[config.mk]
export PLATFORM = sky130hd
export DESIGN_NAME = state_update_scheduler
export DESIGN_NICKNAME = d
export VERILOG_FILES = /design/src/rtl/state_sched_pkg.sv /design/src/rtl/decay_tick_gen.sv /design/src/rtl/state_update_scheduler.sv
export SDC_FILE = /design/constraint.sdc
export NUM_CORES = 1
export LEC_CHECK = 0
export ABC_CLOCK_PERIOD_IN_PS = 1500
export BUFFER_PORTS_ARGS = -buffer_cell sky130_fd_sc_hd__buf_2
export CORE_MARGIN = 2
export CORE_UTILIZATION = 40
export DETAILED_ROUTE_END_ITERATION = 7
export PLACE_DENSITY = 0.73
export SLEW_MARGIN = 10
export SYNTH_ARGS = -nofsm -noshare
export SYNTH_HDL_FRONTEND = slang
export SYNTH_HIERARCHICAL = 1
export SYNTH_SLANG_ARGS = --single-unit
[constraint.sdc]
create_clock -name clk -period 1.5 [get_ports clk]
set_clock_uncertainty 0.15 [all_clocks]
set_input_delay 0.225 -clock clk [delete_from_list [all_inputs] [get_ports clk]]
set_output_delay 0.225 -clock clk [all_outputs]
set_load 0.02 [all_outputs]
[src/rtl/state_sched_pkg.sv]
// rtl/state_sched_pkg.sv - shared types and constants for the state-bank update scheduler
//
// Contents:
//   sched_state_e : scheduler FSM state encoding (3 bits)
//   IDX_W         : width of a state-bank register index
//   VAL_W         : width of a state-bank register value
//   VAL_MAX       : saturation ceiling of a register value
//   DIR_UP/DIR_DN : request direction encodings
package state_sched_pkg;

    localparam int IDX_W   = 3;
    localparam int VAL_W   = 3;
    localparam int VAL_MAX = 7;

    localparam logic DIR_UP = 1'b1;
    localparam logic DIR_DN = 1'b0;

    typedef enum logic [2:0] {
        ST_IDLE        = 3'd0,
        ST_USER_SETUP  = 3'd1,
        ST_USER_PULSE  = 3'd2,
        ST_DECAY_SETUP = 3'd3,
        ST_DECAY_PULSE = 3'd4
    } sched_state_e;

endpackage

[src/rtl/decay_tick_gen.sv]
// rtl/decay_tick_gen.sv - free-running decay timer producing a one-cycle tick per TICK_DIV cycles
//
// Ports:
//   clk_i        : system clock, rising edge
//   rst_ni       : asynchronous active-low reset
//   tick_en_i    : counter runs while high; cleared and held while low
//   decay_tick_o : registered one-cycle pulse on each counter wrap
module decay_tick_gen #(
    parameter int TICK_DIV = 16
) (
    input  logic clk_i,
    input  logic rst_ni,
    input  logic tick_en_i,
    output logic decay_tick_o
);

    localparam int CNT_W = (TICK_DIV > 1) ? $clog2(TICK_DIV) : 1;
    localparam logic [CNT_W-1:0] CNT_LAST = CNT_W'(TICK_DIV - 1);

    logic [CNT_W-1:0] cnt_q, cnt_d;
    logic             tick_q, tick_d;

    always_comb begin
        cnt_d  = cnt_q;
        tick_d = 1'b0;
        if (!tick_en_i) begin
            cnt_d = '0;
        end else if (cnt_q == CNT_LAST) begin
            cnt_d  = '0;
            tick_d = 1'b1;
        end else begin
            cnt_d = cnt_q + 1'b1;
        end
    end

    always_ff @(posedge clk_i or negedge rst_ni) begin
        if (!rst_ni) begin
            cnt_q  <= '0;
            tick_q <= 1'b0;
        end else begin
            cnt_q  <= cnt_d;
            tick_q <= tick_d;
        end
    end

    assign decay_tick_o = tick_q;

endmodule

[src/rtl/state_update_scheduler.sv]
// rtl/state_update_scheduler.sv - arbitrates user requests and periodic decay over the state-register bank
//
// Ports:
//   clk         : system clock, rising edge
//   rst         : asynchronous active-low reset
//   tick_en     : enables the decay timer
//   req_valid   : user request present, held until accepted
//   req_dir     : 1 = increment, 0 = decrement
//   req_idx     : target register index
//   req_ready   : request can be accepted this cycle (IDLE, no decay due)
//   stateValue  : value of the register addressed by state
//   state       : index driven to the bank
//   UpState     : one-cycle increment pulse
//   DownState   : one-cycle decrement pulse
//   decay_tick  : one-cycle pulse on timer wrap
//   busy        : FSM is outside IDLE
//   nop         : one-cycle pulse when a user request is suppressed
module state_update_scheduler #(
    parameter int NUM_STATES = 5,
    parameter int TICK_DIV   = 16,
    parameter int VAL_MAX    = state_sched_pkg::VAL_MAX,
    parameter int IDX_W      = state_sched_pkg::IDX_W
) (
    input  logic                             clk,
    input  logic                             rst,
    input  logic                             tick_en,
    input  logic                             req_valid,
    input  logic                             req_dir,
    input  logic [IDX_W-1:0]                 req_idx,
    output logic                             req_ready,
    input  logic [state_sched_pkg::VAL_W-1:0] stateValue,
    output logic [IDX_W-1:0]                 state,
    output logic                             UpState,
    output logic                             DownState,
    output logic                             decay_tick,
    output logic                             busy,
    output logic                             nop
);

    import state_sched_pkg::*;

    sched_state_e     fsm_q, fsm_d;
    logic [IDX_W-1:0] state_q, state_d;
    logic             dir_q, dir_d;
    logic             pending_q, pending_d;
    logic             ready_en_q;

    logic tick;
    logic decay_req;
    logic accept;
    logic idx_ok;
    logic can_up;
    logic can_dn;
    logic last_idx;
    logic user_up;
    logic user_dn;

    decay_tick_gen #(
        .TICK_DIV (TICK_DIV)
    ) u_tick_gen (
        .clk_i        (clk),
        .rst_ni       (rst),
        .tick_en_i    (tick_en),
        .decay_tick_o (tick)
    );

    // A tick arriving in IDLE counts as pending right away, so a request
    // presented in the same cycle never overtakes the decay walk.
    assign decay_req = pending_q | tick;
    assign accept    = req_valid & req_ready;

    assign idx_ok   = int'(state_q) < NUM_STATES;
    assign can_up   = int'(stateValue) < VAL_MAX;
    assign can_dn   = stateValue != '0;
    assign last_idx = int'(state_q) == (NUM_STATES - 1);

    assign user_up = (dir_q == DIR_UP) & idx_ok & can_up;
    assign user_dn = (dir_q == DIR_DN) & idx_ok & can_dn;

    // FSM state register
    always_ff @(posedge clk or negedge rst) begin
        if (!rst) begin
            fsm_q <= ST_IDLE;
        end else begin
            fsm_q <= fsm_d;
        end
    end

    // FSM next state
    always_comb begin
        fsm_d = fsm_q;
        case (fsm_q)
            ST_IDLE: begin
                if (decay_req) begin
                    fsm_d = ST_DECAY_SETUP;
                end else if (accept) begin
                    fsm_d = ST_USER_SETUP;
                end
            end
            ST_USER_SETUP:  fsm_d = ST_USER_PULSE;
            ST_USER_PULSE:  fsm_d = ST_IDLE;
            ST_DECAY_SETUP: fsm_d = ST_DECAY_PULSE;
            ST_DECAY_PULSE: fsm_d = last_idx ? ST_IDLE : ST_DECAY_SETUP;
            default:        fsm_d = ST_IDLE;
        endcase
    end

    // FSM outputs; pulses are gated by the settled bank value in the PULSE states
    always_comb begin
        req_ready = ready_en_q & (fsm_q == ST_IDLE) & ~decay_req;
        busy      = fsm_q != ST_IDLE;
        UpState   = 1'b0;
        DownState = 1'b0;
        nop       = 1'b0;
        case (fsm_q)
            ST_USER_PULSE: begin
                UpState   = user_up;
                DownState = user_dn;
                nop       = ~(user_up | user_dn);
            end
            ST_DECAY_PULSE: begin
                DownState = can_dn;
            end
            default: ;
        endcase
    end

    // Datapath next state: bank index, latched direction and pending tick.
    // The index register doubles as the decay walk counter.
    always_comb begin
        state_d   = state_q;
        dir_d     = dir_q;
        pending_d = pending_q | tick;
        case (fsm_q)
            ST_IDLE: begin
                if (decay_req) begin
                    state_d   = '0;
                    pending_d = 1'b0;
                end else if (accept) begin
                    state_d = req_idx;
                    dir_d   = req_dir;
                end
            end
            ST_DECAY_PULSE: begin
                if (!last_idx) begin
                    state_d = state_q + 1'b1;
                end
            end
            default: ;
        endcase
    end

    // ready_en_q keeps req_ready low while reset is asserted and until the
    // first clock edge after release.
    always_ff @(posedge clk or negedge rst) begin
        if (!rst) begin
            state_q    <= '0;
            dir_q      <= 1'b0;
            pending_q  <= 1'b0;
            ready_en_q <= 1'b0;
        end else begin
            state_q    <= state_d;
            dir_q      <= dir_d;
            pending_q  <= pending_d;
            ready_en_q <= 1'b1;
        end
    end

    assign state      = state_q;
    assign decay_tick = tick;

endmodule

---- After elaboration in Yosys (flattened, before gate mapping) ----
Index checks and enable logic that the tools add are counted.
cells by class
  $add $sub $neg .......................... 2
  magnitude comparators ................... 2
  equality and inequality tests ........... 8
  mux-type cells .......................... 16
  bitwise operators ....................... 12
  reductions and logical operators ........ 6
operator list
  kind                                           number
  2-to-1 mux 3 bit                               5
  one-hot mux 3 bit (4 select lines)             1
  2-to-1 mux 4 bit                               2
  AND 1 bit                                      7
  == test 3 x 2 -> 1 bit, second input constant  2
  == test 3 bit, second input constant           2
  < comparator 3 bit, second input constant      2
  one-hot mux 3 bit (2 select lines)             1
  AND reduction 3 bit                            2
  nonzero test 3 bit                             2
  2-to-1 mux 1 bit                               5
  adder 4 x 1 -> 4 bit, second input constant    1
  == test 4 bit, second input constant           1
  adder 3 x 1 -> 3 bit, second input constant    1
  == test 3 x 1 -> 1 bit, second input constant  1
  logical NOT 3 bit                              1
  != test 3 bit, second input constant           1
  NOT 1 bit                                      3
  2-to-1 mux 2 bit                               1
  != test 2 bit, second input constant           1
  OR 1 bit                                       2
  one-hot mux 1 bit (2 select lines)             1
  nonzero test 2 bit                             1
storage, ports and cells
  flip-flop bits (word level) ............. 14
  input port bits ......................... 11
  output and inout port bits .............. 9
  logic and storage cells ................. 53

---- Longest topological paths before layout ----
  depth in word-level cells ............... 7
  mapped depth ............................ 5
  gate-level depth less buffers ........... 5

---- By module ----
The synthesis kept the hierarchy.
modules (own cells, without submodules)
  module                  times used  cells each  area each (um2)  seq. area each (um2)
  state_update_scheduler  1           57          553.0            225.2
  decay_tick_gen          1           16          198.9            125.1

---- Worst setup path after synthesis ----
No wires, ideal clock.
  path type ............................... reg-to-output
  start point ............................. register state_q[1] (netlist: state[1])
  end point ............................... output UpState
  arrival ................................. 1.325 ns
  data required time ...................... 1.125 ns
  slack ................................... -0.200 ns
  cell stages (with the launch flop) ...... 4
  path buffers ............................ 0
  cell sequence ........................... dfrtp_1 o21ai_0 nand2_1 nor3b_1
between the ends
  longest elaborated chain between the ends .. 4
RTL lines
  item                      line                           RTL
  start: declaration        state_update_scheduler.sv:43   logic [IDX_W-1:0] state_q, state_d;
  start signal: assignment  state_update_scheduler.sv:162  state_q <= state_d;
  < comparator 3 bit        state_update_scheduler.sv:72   assign idx_ok = int'(state_q) < NUM_STATES;
  AND 1 bit (2 in a row)    state_update_scheduler.sv:77   assign user_up = (dir_q == DIR_UP) & idx_ok & can_up;
  2-to-1 mux 1 bit          state_update_scheduler.sv:115  case (fsm_q)
  end: declaration          state_update_scheduler.sv:33   output logic UpState,
No other way between the ends.

---- Final worst setup path ----
  start point ............................. register fsm_q[0]
  end point ............................... output UpState
between the ends
  longest elaborated chain between the ends .. 2
RTL lines
  item                      line                           RTL
  start: declaration        state_update_scheduler.sv:42   sched_state_e fsm_q, fsm_d;
  start signal: assignment  state_update_scheduler.sv:85   fsm_q <= fsm_d;
  == test 3 x 2 -> 1 bit    state_update_scheduler.sv:115
  2-to-1 mux 1 bit          state_update_scheduler.sv:115
No other way between the ends.

==> reports/results.tsv <==
metric	value	unit
outcome	finished with violations	
violated checks	negative setup slack	
Via Count	755	
met3 wire len	42	um
DRT antenna net count	0	
Iter 0 DRT Violations	10	
post-synth top area cell	dfrtp_1	
Setup WS pre-CTS	-84.0	ps
crit path kind	reg2out	
Primary FF master, synth	dfrtp_1	
core area	1750	sq um
Setup TNS Final	-2090	ps
final core occ	68.8	%
Layout area overhead	59.7	%
top sig layer	met4	
Final WS setup	-341	ps
GR Overflow Total	0	
Cells after Synth	73	
worst endpoint required time	1120	ps
I/O Pins	20	
Tmin final	1840	ps
share of cells above drive strength 1	54.2	%
xor/xnor share of the synthesized area	1.16	%
Static Leak	0.596	nW
Post-DP Area	973	sq um
Post-synth top cells	dfrtp_1, inv_1, nor2_1, and3_1	
Worst-path clk slew	90	ps
crit start category	register	
Avg Cell Area, Syn	10.3	sq um
Peak Freq	0.543	GHz
maximum vdd drop	0.000853	V
Finished Layout Cells	143	
# clock sinks	14	
Finished Cell Area	1200	sq um
Initial Utilization	43.1	%
Worst-Skew Late Latency	280	ps
Mapped Area	752	sq um
most frequent cell after synthesis	dfrtp_1	
syn nets	87	
GRT Util Overall	20.3	%
n_diodes	0	
clk root buf	clkbuf_4	
total CTS buffers	3	
die footprint	2240	sq um
power per cell area	1270	nW/um^2
CTS tree	built	
I/O Buffers	19	
fin nets	133	
DRC Markers	0	
Total Wirelength	2220	um
1st-pass router iterations	4	
vias in the first global route	726	
simple-gate share of the synthesized area	22.8	%
Die Wd	47.4	um
period utilization	123	%
first-pass GRT wire length	3080	um
sequential area share after synthesis	46.6	%
Crit Path Max Fanout	4	
WP data arrival	1470	ps
Max Slew Vio Count	0	
routability cong.	0.796	
Setup-failing EPs final	10	
FF+latch count, synth	14	
drt via density	5.28	
met2 wire length	1260	um
Min-Delay Path Class	in2reg	
Worst setup EP type	primary output	
DPL Wire Length	1290	um
initial antenna violation count	0	
compound-gate portion of the synthesized area	15.3	%
number of synthesized flops with an enable pin	0	
dominant cells by area after synthesis	dfrtp_1, ha_1, mux2i_1	
fraction of the mapped netlist area in adder cells	4.99	%
Final Hold Fails	0	
Max Root-Sink Buffers	2	
Post-Place Cells	127	
RSZ-0062 raised after global routing	yes	
DR WL/cell	15.5	um
worst hold margin	18.6	ps
Async SR Flop Fraction	100	%
Distinct cells, synth	33	
yosys warns	6	
Max-Cap Viols	0	
Yosys top cell area share	46.6	%
H-tree depth	1	
combinational family with the most area after synthesis	simple AND/OR/NAND/NOR gates	
Pwr Total	1.53	mW
row cnt	15	
M1 WL	862	um
Die H	47.4	um
mux contribution to synthesized area	5.49	%
largest net degree at the start of global routing	15	
[per-layer routing]
metal	vias to the layer above	track usage, %
li1	363	-
met1	369	22.4
met2	17	37.8
met3	6	3.08
met4	0	8.89
met5	-	0
[logic make-up (layout without fill, tap and decap cells)]
kind of cell,after synthesis,in the layout
simple gates,28,28
other cells,1,1
xor+xnor,1,1
flops,14,14
buf+inv,6,51
compound gates,16,16
mux,4,4
fa+ha+maj,3,3
[registers in the layout (all words and copies together) (netlist names)]
register and cells:
state 3, fsm_q 3, dir_q 1, ready_en_q 1, u_tick_gen/cnt_q 4, pending_q 1, u_tick_gen/decay_tick_o 1
[worst paths after layout]
check	start	to	slack [ps]	cells after the start
max	fsm_q[0]	UpState	-340	5
min	tick_en	u_tick_gen/cnt_q[1]	20	2
max reg2reg	fsm_q[2]	state[2]	-240	5
min reg2reg	u_tick_gen/cnt_q[0]	u_tick_gen/cnt_q[0]	350	1
max in group asynchronous	rst	state[0]	730	2
min in group asynchronous	rst	state[1]	210	2
[critical path: stages (launching register included)]
cell and delay (ps):
dfrtp_1 440, nor3b_2 230, buf_4 140, nand2_2 40, nor3b_2 160, buf_4 170
[timing repair]
action,CTS,global route
gates cloned,0,0
hold buffers,1,0
gates resized for setup,23,7
pin swaps,5,5
hold endpoints to repair,14,0
setup endpoints to repair,9,9
buffers inserted,7,4
[final cells by class]
type | count | area (sq um)
clock buffer | 4 | 36.3
fill | 131 | 544
inverter | 5 | 18.8
multi-input combinational | 53 | 443
sequential | 14 | 352
tap | 25 | 31.3
timing repair buffer | 42 | 320
[where the power goes]
group	total (mW)	leakage, nW	switching [mW]	internal [mW]
Sequential	0.493	0.179	0.0523	0.441
Combinational	0.755	0.396	0.346	0.408
Clock	0.279	0.0210	0.131	0.148
[placed cells by master (no fill, tap or decap), types with 2 or more instances in the layout]
cell      count
clkbuf_4      3
mux2i_1       3
inv_2         3
buf_4        17
a21oi_1       2
dfrtp_1      13
inv_1         2
ha_1          3
and3_1        2
nor2_1        4
and2_1        2
nor3b_2       2
a31oi_1       2
and3_4        2
a21o_1        2
nand3_1       3
buf_6        10
buf_2        14
Note: power is estimated with default switching activity, not from simulation.
